[src/rtl/alu_muldiv_sequencer.sv]
// Multi-cycle MULT/MULTU/DIV/DIVU sequencer for the EX stage. It borrows the shared
// ALU for one ADD (multiply) or SUB (divide) per iteration and writes results to HI/LO.
`ifndef CODE_ALU_EX_ADD
`define CODE_ALU_EX_ADD 6'b100000
`endif
`ifndef CODE_ALU_EX_SUB
`define CODE_ALU_EX_SUB 6'b100010
`endif

module alu_muldiv_sequencer #(
    parameter int                       DATA_WIDTH    = 32,
    parameter int                       CTR_BUS_WIDTH = 6,
    parameter logic [CTR_BUS_WIDTH-1:0] ALU_CODE_ADD  = `CODE_ALU_EX_ADD,
    parameter logic [CTR_BUS_WIDTH-1:0] ALU_CODE_SUB  = `CODE_ALU_EX_SUB
) (
    input  logic                     i_clk,
    input  logic                     i_reset,
    input  logic                     i_start,
    input  logic [1:0]               i_op,
    input  logic [DATA_WIDTH-1:0]    i_rs,
    input  logic [DATA_WIDTH-1:0]    i_rt,
    input  logic                     i_flush,
    input  logic [DATA_WIDTH-1:0]    i_alu_result,
    output logic                     o_alu_req,
    output logic [CTR_BUS_WIDTH-1:0] o_alu_ctr_code,
    output logic [DATA_WIDTH-1:0]    o_alu_data_a,
    output logic [DATA_WIDTH-1:0]    o_alu_data_b,
    output logic                     o_busy,
    output logic                     o_done,
    output logic                     o_div_by_zero,
    output logic [DATA_WIDTH-1:0]    o_hi,
    output logic [DATA_WIDTH-1:0]    o_lo
);

    localparam int W  = DATA_WIDTH;
    localparam int CW = $clog2(W);
    localparam logic [CW-1:0] LAST_ITER = CW'(W - 1);

    typedef enum logic [2:0] {IDLE, PREP, ITER, FIX, DONE} state_e;

    state_e          state_q;
    logic [1:0]      op_q;
    logic [W-1:0]    opa_q;
    logic [W-1:0]    opb_q;
    logic [W-1:0]    rs_q;
    logic [W-1:0]    acc_hi_q;
    logic [W-1:0]    acc_lo_q;
    logic [CW-1:0]   cnt_q;
    logic            neg_res_q;
    logic            neg_rem_q;
    logic            dbz_pend_q;
    logic [W-1:0]    hi_q;
    logic [W-1:0]    lo_q;
    logic            done_q;
    logic            dbz_q;

    function automatic logic [W-1:0] negate(input logic [W-1:0] x);
        return ~x + {{(W-1){1'b0}}, 1'b1};
    endfunction

    function automatic logic [W-1:0] abs_val(input logic [W-1:0] x, input logic sgn);
        return (sgn && x[W-1]) ? negate(x) : x;
    endfunction

    logic                     is_div;
    logic                     start_signed;
    logic [W-1:0]             shifted;
    logic                     msb_out;
    logic                     sub_ok;
    logic                     carry;
    logic [CTR_BUS_WIDTH-1:0] alu_code;
    logic [W-1:0]             alu_a;
    logic [W-1:0]             alu_b;
    logic [2*W-1:0]           prod_neg;
    logic [W-1:0]             fix_hi;
    logic [W-1:0]             fix_lo;

    assign is_div       = op_q[1];
    assign start_signed = i_op[0];
    assign shifted      = {acc_hi_q[W-2:0], acc_lo_q[W-1]};
    assign msb_out      = acc_hi_q[W-1];
    assign sub_ok       = msb_out | (shifted >= opb_q);
    assign carry        = (alu_a[W-1] & alu_b[W-1]) |
                          ((alu_a[W-1] | alu_b[W-1]) & ~i_alu_result[W-1]);
    assign prod_neg     = ~{acc_hi_q, acc_lo_q} + {{(2*W-1){1'b0}}, 1'b1};

    // ALU operands are only presented while the sequencer owns the ALU
    always_comb begin
        alu_code = '0;
        alu_a    = '0;
        alu_b    = '0;
        if (state_q == ITER) begin
            if (is_div) begin
                alu_code = ALU_CODE_SUB;
                alu_a    = shifted;
                alu_b    = opb_q;
            end else begin
                alu_code = ALU_CODE_ADD;
                alu_a    = acc_hi_q;
                alu_b    = acc_lo_q[0] ? opa_q : '0;
            end
        end
    end

    always_comb begin
        fix_hi = acc_hi_q;
        fix_lo = acc_lo_q;
        if (is_div) begin
            if (neg_res_q) fix_lo = negate(acc_lo_q);
            if (neg_rem_q) fix_hi = negate(acc_hi_q);
        end else if (neg_res_q) begin
            {fix_hi, fix_lo} = prod_neg;
        end
    end

    always_ff @(posedge i_clk or posedge i_reset) begin
        if (i_reset) begin
            state_q    <= IDLE;
            op_q       <= '0;
            opa_q      <= '0;
            opb_q      <= '0;
            rs_q       <= '0;
            acc_hi_q   <= '0;
            acc_lo_q   <= '0;
            cnt_q      <= '0;
            neg_res_q  <= 1'b0;
            neg_rem_q  <= 1'b0;
            dbz_pend_q <= 1'b0;
            hi_q       <= '0;
            lo_q       <= '0;
            done_q     <= 1'b0;
            dbz_q      <= 1'b0;
        end else begin
            done_q <= 1'b0;
            dbz_q  <= 1'b0;
            if (i_flush) begin
                state_q    <= IDLE;
                dbz_pend_q <= 1'b0;
            end else begin
                case (state_q)
                    IDLE: begin
                        if (i_start) begin
                            op_q       <= i_op;
                            rs_q       <= i_rs;
                            opa_q      <= abs_val(i_rs, start_signed);
                            opb_q      <= abs_val(i_rt, start_signed);
                            neg_res_q  <= start_signed & (i_rs[W-1] ^ i_rt[W-1]);
                            neg_rem_q  <= start_signed & i_op[1] & i_rs[W-1];
                            acc_hi_q   <= '0;
                            acc_lo_q   <= i_op[1] ? abs_val(i_rs, start_signed)
                                                  : abs_val(i_rt, start_signed);
                            cnt_q      <= '0;
                            dbz_pend_q <= 1'b0;
                            state_q    <= PREP;
                        end
                    end
                    PREP: begin
                        if (is_div && (opb_q == '0)) begin
                            hi_q       <= rs_q;
                            lo_q       <= '1;
                            dbz_pend_q <= 1'b1;
                            state_q    <= DONE;
                        end else begin
                            state_q <= ITER;
                        end
                    end
                    ITER: begin
                        if (is_div) begin
                            acc_hi_q <= sub_ok ? i_alu_result : shifted;
                            acc_lo_q <= {acc_lo_q[W-2:0], sub_ok};
                        end else begin
                            {acc_hi_q, acc_lo_q} <= {carry, i_alu_result, acc_lo_q[W-1:1]};
                        end
                        cnt_q <= cnt_q + 1'b1;
                        if (cnt_q == LAST_ITER) state_q <= FIX;
                    end
                    FIX: begin
                        hi_q    <= fix_hi;
                        lo_q    <= fix_lo;
                        state_q <= DONE;
                    end
                    DONE: begin
                        // Completion is registered, so the pulse appears as the FSM returns to IDLE
                        done_q     <= 1'b1;
                        dbz_q      <= dbz_pend_q;
                        dbz_pend_q <= 1'b0;
                        state_q    <= IDLE;
                    end
                    default: state_q <= IDLE;
                endcase
            end
        end
    end

    assign o_alu_req      = (state_q == ITER);
    assign o_alu_ctr_code = alu_code;
    assign o_alu_data_a   = alu_a;
    assign o_alu_data_b   = alu_b;
    assign o_busy         = (state_q != IDLE);
    assign o_done         = done_q;
    assign o_div_by_zero  = dbz_q;
    assign o_hi           = hi_q;
    assign o_lo           = lo_q;

endmodule
[config.mk]
export PLATFORM = sky130hd
export DESIGN_NAME = alu_muldiv_sequencer
export DESIGN_NICKNAME = d
export VERILOG_FILES = /design/src/rtl/alu_muldiv_sequencer.sv
export SDC_FILE = /design/constraint.sdc
export NUM_CORES = 1
export LEC_CHECK = 0
export CAP_MARGIN = 25
export CORE_AREA = 2 2 188 190
export CTS_CLUSTER_SIZE = 20
export DETAILED_ROUTE_END_ITERATION = 12
export DIE_AREA = 0 0 190 192
export GPL_TIMING_DRIVEN = 1
export PLACE_DENSITY = 0.68
export SLEW_MARGIN = 30
export SYNTH_ARGS = -nofsm -noshare
export SYNTH_HDL_FRONTEND = slang
export SYNTH_SLANG_ARGS = --single-unit
[constraint.sdc]
create_clock -name i_clk -period 15.8 [get_ports i_clk]
set_clock_uncertainty 0.1 [all_clocks]
set_input_delay 3.95 -clock i_clk [delete_from_list [all_inputs] [get_ports i_clk]]
set_output_delay 3.95 -clock i_clk [all_outputs]
set_load 0.1 [all_outputs]
==> results of run 1 <==
-- cells by family (layout without fill, tap and decap cells) --
logic type / after synthesis / in the layout / share of synthesized area
AO/OA/AOI/OAI: 474 / 474 / 0.200
XOR/XNOR: 118 / 118 / 0.0674
adder cells (fa/ha/maj): 38 / 38 / 0.0310
buffers and inverters: 199 / 350 / 0.0507
flip-flops: 237 / 237 / 0.387
multiplexers: 91 / 91 / 0.0603
other: 1 / 4 / 0.000245
AND/OR/NAND/NOR: 675 / 675 / 0.203
-- area by class of cell --
type,count,area (sq um)
Tap cell,455,569
Clock inverter,8,130
Inverter,45,176
Timing Repair Buffer,255,2550
Multi-Input combinational cell,1400,8690
Fill cell,3114,15400
Clock buffer,42,823
Sequential cell,237,5930
-- layout by cell type (no fill, tap or decap), types with 13 or more instances in the layout --
cell type	count
sky130_fd_sc_hd__clkdlybuf4s50_1	233
sky130_fd_sc_hd__xor2_1	74
sky130_fd_sc_hd__o31ai_1	17
sky130_fd_sc_hd__nor2_1	141
sky130_fd_sc_hd__o221ai_1	18
sky130_fd_sc_hd__o21ai_0	174
sky130_fd_sc_hd__nor3_1	21
sky130_fd_sc_hd__a21oi_1	73
sky130_fd_sc_hd__nand2_1	309
sky130_fd_sc_hd__a22o_1	31
sky130_fd_sc_hd__buf_4	16
sky130_fd_sc_hd__o41ai_1	13
sky130_fd_sc_hd__mux2i_1	81
sky130_fd_sc_hd__a31oi_1	31
sky130_fd_sc_hd__a21boi_0	34
sky130_fd_sc_hd__or3_1	17
sky130_fd_sc_hd__nand3_1	32
sky130_fd_sc_hd__and3_1	50
sky130_fd_sc_hd__o31a_1	37
sky130_fd_sc_hd__ha_1	38
sky130_fd_sc_hd__dfrtp_1	236
sky130_fd_sc_hd__clkbuf_16	28
sky130_fd_sc_hd__inv_1	43
sky130_fd_sc_hd__xnor2_1	44
sky130_fd_sc_hd__or4_1	18
sky130_fd_sc_hd__nor4_1	21
-- registers in the layout (all words and copies together), names as in the netlist, 3 cells and up --
signal and flops:
acc_hi_q 32, acc_lo_q 32, o_hi 32, o_lo 32, opa_q 32, opb_q 32, rs_q 31, cnt_q 5
state_q 3
-- how the worst max path moves through the flow --
stage,start,to,slack (ns),depth (start not counted)
floorplan,i_reset,acc_hi_q[0],5.25,1
global placement,state_q[0],o_alu_data_b[20],8.29,7
detailed placement,state_q[0],o_alu_data_b[18],8.21,7
CTS,state_q[0],o_alu_data_b[18],7.59,7
global route,state_q[0],o_alu_data_b[8],7.40,7
finish,state_q[0],o_alu_data_b[20],7.56,7
-- per-layer routing --
metal  global-route usage  share of wire  vias up
met3               0.0585          0.094       93
met1                0.436           0.42     7319
met4                0.103          0.032        0
li1                     -              -     6731
met5                    0              0        -
met2                0.485           0.45      801
-- power breakdown --
group	total (mW)	internal (mW)	switching [mW]
sequential	0.939	0.743	0.196
clock	0.681	0.407	0.273
combinational	1.17	0.351	0.821
total	2.79	1.50	1.29
-- cell usage after synthesis, types with 31 or more instances --
| master | count |
|---|---|
| sky130_fd_sc_hd__clkbuf_1 | 131 |
| sky130_fd_sc_hd__a31oi_1 | 31 |
| sky130_fd_sc_hd__o31a_1 | 37 |
| sky130_fd_sc_hd__xor2_1 | 74 |
| sky130_fd_sc_hd__and3_1 | 50 |
| sky130_fd_sc_hd__dfrtp_1 | 237 |
| sky130_fd_sc_hd__a22o_1 | 31 |
| sky130_fd_sc_hd__a21oi_1 | 74 |
| sky130_fd_sc_hd__nand2_1 | 309 |
| sky130_fd_sc_hd__o21ai_0 | 174 |
| sky130_fd_sc_hd__inv_1 | 45 |
| sky130_fd_sc_hd__ha_1 | 38 |
| sky130_fd_sc_hd__xnor2_1 | 44 |
| sky130_fd_sc_hd__a21boi_0 | 34 |
| sky130_fd_sc_hd__nor2_1 | 143 |
| sky130_fd_sc_hd__nand3_1 | 33 |
| sky130_fd_sc_hd__mux2i_1 | 81 |
-- critical path: cells and delay by family (launching register included) --
| kind | cells | cell delay (ns) |
|---|---|---|
| DFF | 1 | 0.46 |
| AOI/OAI and AO/OA | 1 | 0.22 |
| buffers and inverters | 3 | 1.71 |
| and+or+nand+nor | 3 | 1.20 |
==> metrics.cfg, run 1 <==
[outcome]
result_of_the_run = finished clean

[floorplanning]
die-width_microns = 190
core_area_sq_um = 34300
ios = 240
die_area_sq_um = 36500
initial_core_utilization = 0.447
num_rows = 68
die_height_microns = 192

[place]
detailedPlacementHpwl_mm = 42.1
placement.setup.worst_slack_ns = 8.21
numPlacedInstances = 2392
gp_congestion = 0.929
placed_area_sq_um = 17900
port-buffer-count = 235

[min_path]
min_path_cells = 2
min-delay-start = rs_q[12]
hold_class = flop to flop
holdPathEnd = rs_q[12]

[logic_synthesis]
synthesis.area_sq_um = 15300
postSynthRegisterBits = 237
synth.yosys.seq_area_share = 0.387
synth_top_area_frac = 0.387
yosys.cell_types.count = 68
synth_warnings = 0
post_synth_main_area_contributors = sky130_fd_sc_hd__dfrtp_1 39%, sky130_fd_sc_hd__nand2_1 7.6%, sky130_fd_sc_hd__o21ai_0 5.7%
synth.avg_cell_area_sq_um = 8.36
yosys.area.top_type = sky130_fd_sc_hd__dfrtp_1
synth-async-reset-ratio = 1.00
ys.flop_type = sky130_fd_sc_hd__dfrtp_1
syn_inst = 1833
number_of_enable_type_register_cells_in_the_synthesized_netlist = 0

[routing]
routed_wire_length_per_instance_microns = 23.7
routed-via-count = 14900
first_pass_iters = 5
route.antenna.remaining_nets = 0
routed_wl_mm = 57.9
remaining_drc_errors = 0
drt_iter0_markers = 1605
post_drt_via_cell_ratio = 6.12

[final_layout]
stdcell_area_sq_um = 18900
diodes = 0
flow.area_growth_from_synthesis_pct = 23.1
finish.utilization = 0.550
nNetsFinal = 2107
final_layout_size_suffix_gt1_frac = 0.0528
final_non_filler_cells = 2442

[grt]
grt_start_max_net_pins = 102
grt_pass1_wl_mm = 86.3
grt_use_total = 0.311
first_global_vias = 14000
antenna_found_initial = 0
grt_overflow_total = 0

[power_and_ir_drop]
pwr_density_cell_nw_per_um2 = 148
peakVddDrop_mv = 0.108
power.total_mw = 2.79
power_leakage_nw = 8.22

[clocking]
post_cts_resized = 0
clk_latency_ns = 0.57
htree_levels = 1
cts_hold_buf = 0
post_cts_buffers = 0
cts.reportedPaths.clkPinSlew_ns = 0.06
clockRootBuffer = sky130_fd_sc_hd__clkbuf_16
tritoncts_sink_count = 237
cts-root-to-sink-buffers = 3
cts_tree = yes
numCtsBuffers = 28

[timing]
holdWs_ns = 0.369
finalSetupTns_ns = 0
total_of_endpoints_with_negative_setup_slack_in_the_final_report = 0
post-route-period-util = 0.521
max-slew-margin-rel = 0.313
worst-slew-pin-transition_ns = 1.03
setup_repair_after_global_routing_missed_its_margin = no
fmaxAchievable_ghz = 0.121
fin_crit_ns = 8.24
timing.final.ws_setup_ns = 7.56
drv_slew = 0
timing.final.hold_violations = 0

[critical_path]
crit_required_ns = 11.75
timing.critical_path.slowest_cell_delay_ns = 1.14
worst_r2r_endpoint = o_hi[12]
timing.reg2reg.setup_slack_ns = 10.60
reg2reg_from = op_q[1]
critPathMaxFanout = 36
worst_ep_arrival_time_ns = 4.19
cells_along_the_critical_path = nand2b_1 > or2_2 > inv_1 > and2_1 > buf_4 > a22o_1 > clkdlybuf4s50_1
crit_end_element = output port
crit_type = flop to output port
rr_worst_depth = 9
critical_path.slowest_cell = sky130_fd_sc_hd__clkdlybuf4s50_1
cp-start-kind = flop

[job]
maxCapViolations = 0

(Power assumes the default switching activity.)
==> inputs of run 2 (changes only) <==
--- a/config.mk
+++ b/config.mk
@@ -11,7 +11,7 @@
 export DETAILED_ROUTE_END_ITERATION = 12
 export DIE_AREA = 0 0 190 192
 export GPL_TIMING_DRIVEN = 1
-export PLACE_DENSITY = 0.68
+export PLACE_DENSITY = 0.71
 export SLEW_MARGIN = 30
 export SYNTH_ARGS = -nofsm -noshare
 export SYNTH_HDL_FRONTEND = slang
==> constraint.sdc (replaced) <==
create_clock -name i_clk -period 6.8 [get_ports i_clk]
set_clock_uncertainty 0.1 [all_clocks]
set_input_delay 1.7 -clock i_clk [delete_from_list [all_inputs] [get_ports i_clk]]
set_output_delay 1.7 -clock i_clk [all_outputs]
set_load 0.1 [all_outputs]
==> metrics.cfg, run 2 (synthesis results as in run 1) <==
[timing]
drv_slew = 0
setup_repair_after_global_routing_missed_its_margin = no
fmaxAchievable_ghz = 0.186
timing.final.hold_violations = 0
total_of_endpoints_with_negative_setup_slack_in_the_final_report = 0
worst-slew-pin-transition_ns = 1.03
finalSetupTns_ns = 0
fin_crit_ns = 5.36
post-route-period-util = 0.789
max-slew-margin-rel = 0.312

[clocking]
post_cts_buffers = 0
tritoncts_sink_count = 237
cts_tree = yes
cts-root-to-sink-buffers = 3
htree_levels = 1
post_cts_resized = 0
numCtsBuffers = 28
cts_hold_buf = 0
clk_latency_ns = 0.56
clockRootBuffer = sky130_fd_sc_hd__clkbuf_16
cts.reportedPaths.clkPinSlew_ns = 0.06

[final_layout]
diodes = 0
nNetsFinal = 2108
flow.area_growth_from_synthesis_pct = 22.6
layout.cells.most_common_list = 309 x sky130_fd_sc_hd__nand2_1, 235 x sky130_fd_sc_hd__dfrtp_1, 201 x sky130_fd_sc_hd__clkdlybuf4s50_1
final_non_filler_cells = 2444
finish.utilization = 0.548
final_layout_size_suffix_gt1_frac = 0.0704
most_frequent_standard_cell_in_the_layout_excluding_fill_and_tap_cells = sky130_fd_sc_hd__nand2_1
stdcell_area_sq_um = 18800

[place]
detailedPlacementHpwl_mm = 41.1
placed_area_sq_um = 17800
numPlacedInstances = 2392
gp_congestion = 0.962
port-buffer-count = 235

[routing]
drt_iter0_markers = 1572
first_pass_iters = 6
route.antenna.remaining_nets = 0
routed-via-count = 15000
remaining_drc_errors = 0
routed_wl_mm = 56.5
routed_wire_length_per_instance_microns = 23.1
post_drt_via_cell_ratio = 6.12

[grt]
grt_use_total = 0.304
grt_start_max_net_pins = 174
antenna_found_initial = 0
first_global_vias = 14000
grt_pass1_wl_mm = 84.6
grt_overflow_total = 0

[critical_path]
cp-start-kind = flop
startpoint = state_q[0]
crit_end_element = output port
crit_required_ns = 5.00
reg2reg_from = op_q[1]
rr_worst_depth = 10
worst_r2r_endpoint = o_hi[8]
timing.reg2reg.setup_slack_ns = 2.85
crit_type = flop to output port
critPathMaxFanout = 36
worst_ep_arrival_time_ns = 3.56

[floorplanning]
die-width_microns = 190
die_area_sq_um = 36500
die_height_microns = 192
initial_core_utilization = 0.447
ios = 240
num_rows = 68
core_area_sq_um = 34300

[min_path]
min-delay-start = rs_q[14]
holdPathEnd = rs_q[14]
min_path_cells = 2
hold_class = flop to flop

[power_and_ir_drop]
pwr_density_cell_nw_per_um2 = 342
power_leakage_nw = 8.27
peakVddDrop_mv = 0.282

[job]
maxCapViolations = 0

[outcome]
result_of_the_run = finished clean

[run 2: cell types whose count changed in the layout (fill, tap and decap cells not counted), moves of 2 or more]
cell                              before  now
sky130_fd_sc_hd__buf_2                 2    4
sky130_fd_sc_hd__buf_4                16   47
sky130_fd_sc_hd__clkinvlp_4            0    3
sky130_fd_sc_hd__clkdlybuf4s50_1     233  201
[run 2: worst max-delay path, cell delays in order (launching register included)]
cell and delay, ns:
sky130_fd_sc_hd__dfrtp_1 0.46, sky130_fd_sc_hd__nand2b_1 0.24, sky130_fd_sc_hd__or2_2 0.58, sky130_fd_sc_hd__inv_1 0.20
sky130_fd_sc_hd__and2_1 0.31, sky130_fd_sc_hd__clkdlybuf4s50_1 1.19
[run 2: through the flow]
stage / setup slack [ns] / hold slack, ns / total power [mW]
2_1_floorplan: 0.896 / 0.337 / 4.02
3_3_place_gp: 1.79 / 0.353 / 4.80
3_5_place_dp: 1.83 / 0.355 / 4.85
4_1_cts: 1.48 / 0.370 / 6.40
5_1_grt: 1.37 / 0.391 / 6.70
6_report: 1.44 / 0.369 / 6.43
[run 2: how the worst max path moves through the flow]
stage | depth (start not counted) | slack [ns] | end
2_1_floorplan | 9 | 0.90 | o_alu_data_b[22]
3_3_place_gp | 8 | 1.79 | acc_lo_q[24]
3_5_place_dp | 8 | 1.83 | acc_lo_q[29]
4_1_cts | 5 | 1.48 | o_alu_ctr_code[1]
5_1_grt | 5 | 1.37 | o_alu_ctr_code[1]
6_report | 5 | 1.44 | o_alu_ctr_code[1]
[run 2: layout make-up]
type,count,area (sq um)
clock buffer,43,837
clock inverter,8,106
fill,3097,15500
inverter,45,173
multi-input combinational,1400,8690
sequential,237,5940
tap,455,569
timing repair buffer,256,2480
[run 2: routing by layer]
| layer | up-vias | GRT usage | wire length, microns |
|---|---|---|---|
| li1 | 6736 | - | - |
| met1 | 7309 | 0.426 | 23800 |
| met2 | 811 | 0.467 | 25000 |
| met3 | 107 | 0.0661 | 5790 |
| met4 | 0 | 0.0960 | 1840 |
| met5 | - | 0 | 0 |
[run 2: where the power goes]
group / total, mW / switching [mW] / leakage (nW) / internal [mW]
sequential: 2.18 / 0.449 / 3.01 / 1.73
combinational: 2.69 / 1.88 / 4.80 / 0.812
clock: 1.56 / 0.637 / 0.458 / 0.920
total: 6.43 / 2.97 / 8.27 / 3.46
==> inputs of run 3 (changes only) <==
==> constraint.sdc (replaced) <==
create_clock -name i_clk -period 4.9 [get_ports i_clk]
set_clock_uncertainty 0.1 [all_clocks]
set_input_delay 1.225 -clock i_clk [delete_from_list [all_inputs] [get_ports i_clk]]
set_output_delay 1.225 -clock i_clk [all_outputs]
set_load 0.1 [all_outputs]
==> metrics.cfg, run 3 (synthesis results as in run 1) <==
[critical_path]
cp-start-kind = flop
crit_end_element = output port
critPathMaxFanout = 36
worst_ep_arrival_time_ns = 3.28
crit_required_ns = 3.58
timing.reg2reg.setup_slack_ns = 1.23
crit_type = flop to output port

[power_and_ir_drop]
peakVddDrop_mv = 0.325
pwr_density_cell_nw_per_um2 = 464
power.total_mw = 8.93
power_leakage_nw = 8.53

[timing]
post-route-period-util = 0.940
max-slew-margin-rel = 0.328
finalSetupTns_ns = 0
total_of_endpoints_with_negative_setup_slack_in_the_final_report = 0
worst-slew-pin-transition_ns = 1.01
timing.final.hold_violations = 0
fin_crit_ns = 4.60
drv_slew = 0
setup_repair_after_global_routing_missed_its_margin = no
fmaxAchievable_ghz = 0.217

[clocking]
clockRootBuffer = sky130_fd_sc_hd__clkbuf_16
cts_hold_buf = 0
numCtsBuffers = 27
cts_tree = yes
post_cts_resized = 0
clk_latency_ns = 0.57
post_cts_buffers = 0
cts-root-to-sink-buffers = 3
cts.reportedPaths.clkPinSlew_ns = 0.06
htree_levels = 1
tritoncts_sink_count = 237

[routing]
drt_iter0_markers = 1594
post_drt_via_cell_ratio = 6.03
route.antenna.remaining_nets = 0
remaining_drc_errors = 0
routed_wl_mm = 56.1
routed_wire_length_per_instance_microns = 22.8
routed-via-count = 14900
first_pass_iters = 6

[grt]
grt_use_total = 0.304
antenna_found_initial = 1
grt_pass1_wl_mm = 84.9
grt_overflow_total = 0
grt_start_max_net_pins = 101
first_global_vias = 14100

[final_layout]
nNetsFinal = 2129
most_frequent_standard_cell_in_the_layout_excluding_fill_and_tap_cells = sky130_fd_sc_hd__nand2_1
diodes = 0
layout.cells.most_common_list = 309 x sky130_fd_sc_hd__nand2_1, 236 x sky130_fd_sc_hd__dfrtp_1, 174 x sky130_fd_sc_hd__o21ai_0
final_layout_size_suffix_gt1_frac = 0.0986
nFillCells = 3078
flow.area_growth_from_synthesis_pct = 25.6

[min_path]
hold_class = flop to flop

[floorplanning]
initial_core_utilization = 0.447
ios = 240
die-width_microns = 190
core_area_sq_um = 34300
die_height_microns = 192
num_rows = 68
die_area_sq_um = 36500

[place]
port-buffer-count = 235
gp_congestion = 0.959
detailedPlacementHpwl_mm = 41.0

[outcome]
result_of_the_run = finished clean

[job]
maxCapViolations = 0

## run 3: cell type report
class / instances / area, sq um / area share
Timing Repair Buffer: 278 / 2960 / 0.154
Multi-Input combinational cell: 1400 / 8680 / 0.451
Sequential cell: 237 / 5930 / 0.308
Tap cell: 455 / 569 / 0.0296
Clock inverter: 10 / 171 / 0.00891
Inverter: 45 / 173 / 0.00897
Clock buffer: 39 / 751 / 0.0390
## run 3: through the flow
step | instance area [sq um] | hold WS [ns] | worst slack [ns] | util | instances
2_1_floorplan | 15400 | 0.337 | 0.190 | - | 1836
3_3_place_gp | 18300 | 0.350 | 0.531 | 0.535 | 2415
3_5_place_dp | 18300 | 0.354 | 0.517 | 0.534 | 2415
4_1_cts | 19200 | 0.369 | 0.320 | 0.561 | 2464
5_1_grt | 19200 | 0.394 | 0.172 | 0.561 | 2464
6_report | 19200 | 0.365 | 0.296 | 0.561 | 2464
## run 3: routing by layer
metal	up-vias	routed length (microns)	track usage
li1	6792	-	-
met1	7240	23400	0.416
met2	718	25300	0.473
met3	120	5680	0.0742
met4	0	1800	0.0975
met5	-	0	0
## run 3: where the power goes
part	internal, mW	switching, mW
logic	1.16	2.64
clock network	1.28	0.875
registers	2.39	0.585
total	4.84	4.10
## run 3: worst paths after layout
kind                       startpoint               end  depth (start not counted)
setup / recovery           state_q[0]  o_alu_data_b[21]                          7
hold / removal                rs_q[4]           rs_q[4]                          2
setup reg to reg              op_q[1]          o_hi[19]                          9
hold reg to reg               rs_q[4]           rs_q[4]                          2
max in group asynchronous     i_reset         opb_q[12]                          3
min in group asynchronous     i_reset            o_done                          2
## run 3: worst max-delay path, stage by stage (launching register included)
cell and delay [ns]:
sky130_fd_sc_hd__dfrtp_1 0.46, sky130_fd_sc_hd__nand2b_1 0.23, sky130_fd_sc_hd__or2_2 0.58, sky130_fd_sc_hd__inv_1 0.25, sky130_fd_sc_hd__and2_1 0.15, sky130_fd_sc_hd__buf_4 0.40
sky130_fd_sc_hd__a22o_1 0.36, sky130_fd_sc_hd__buf_12 0.21
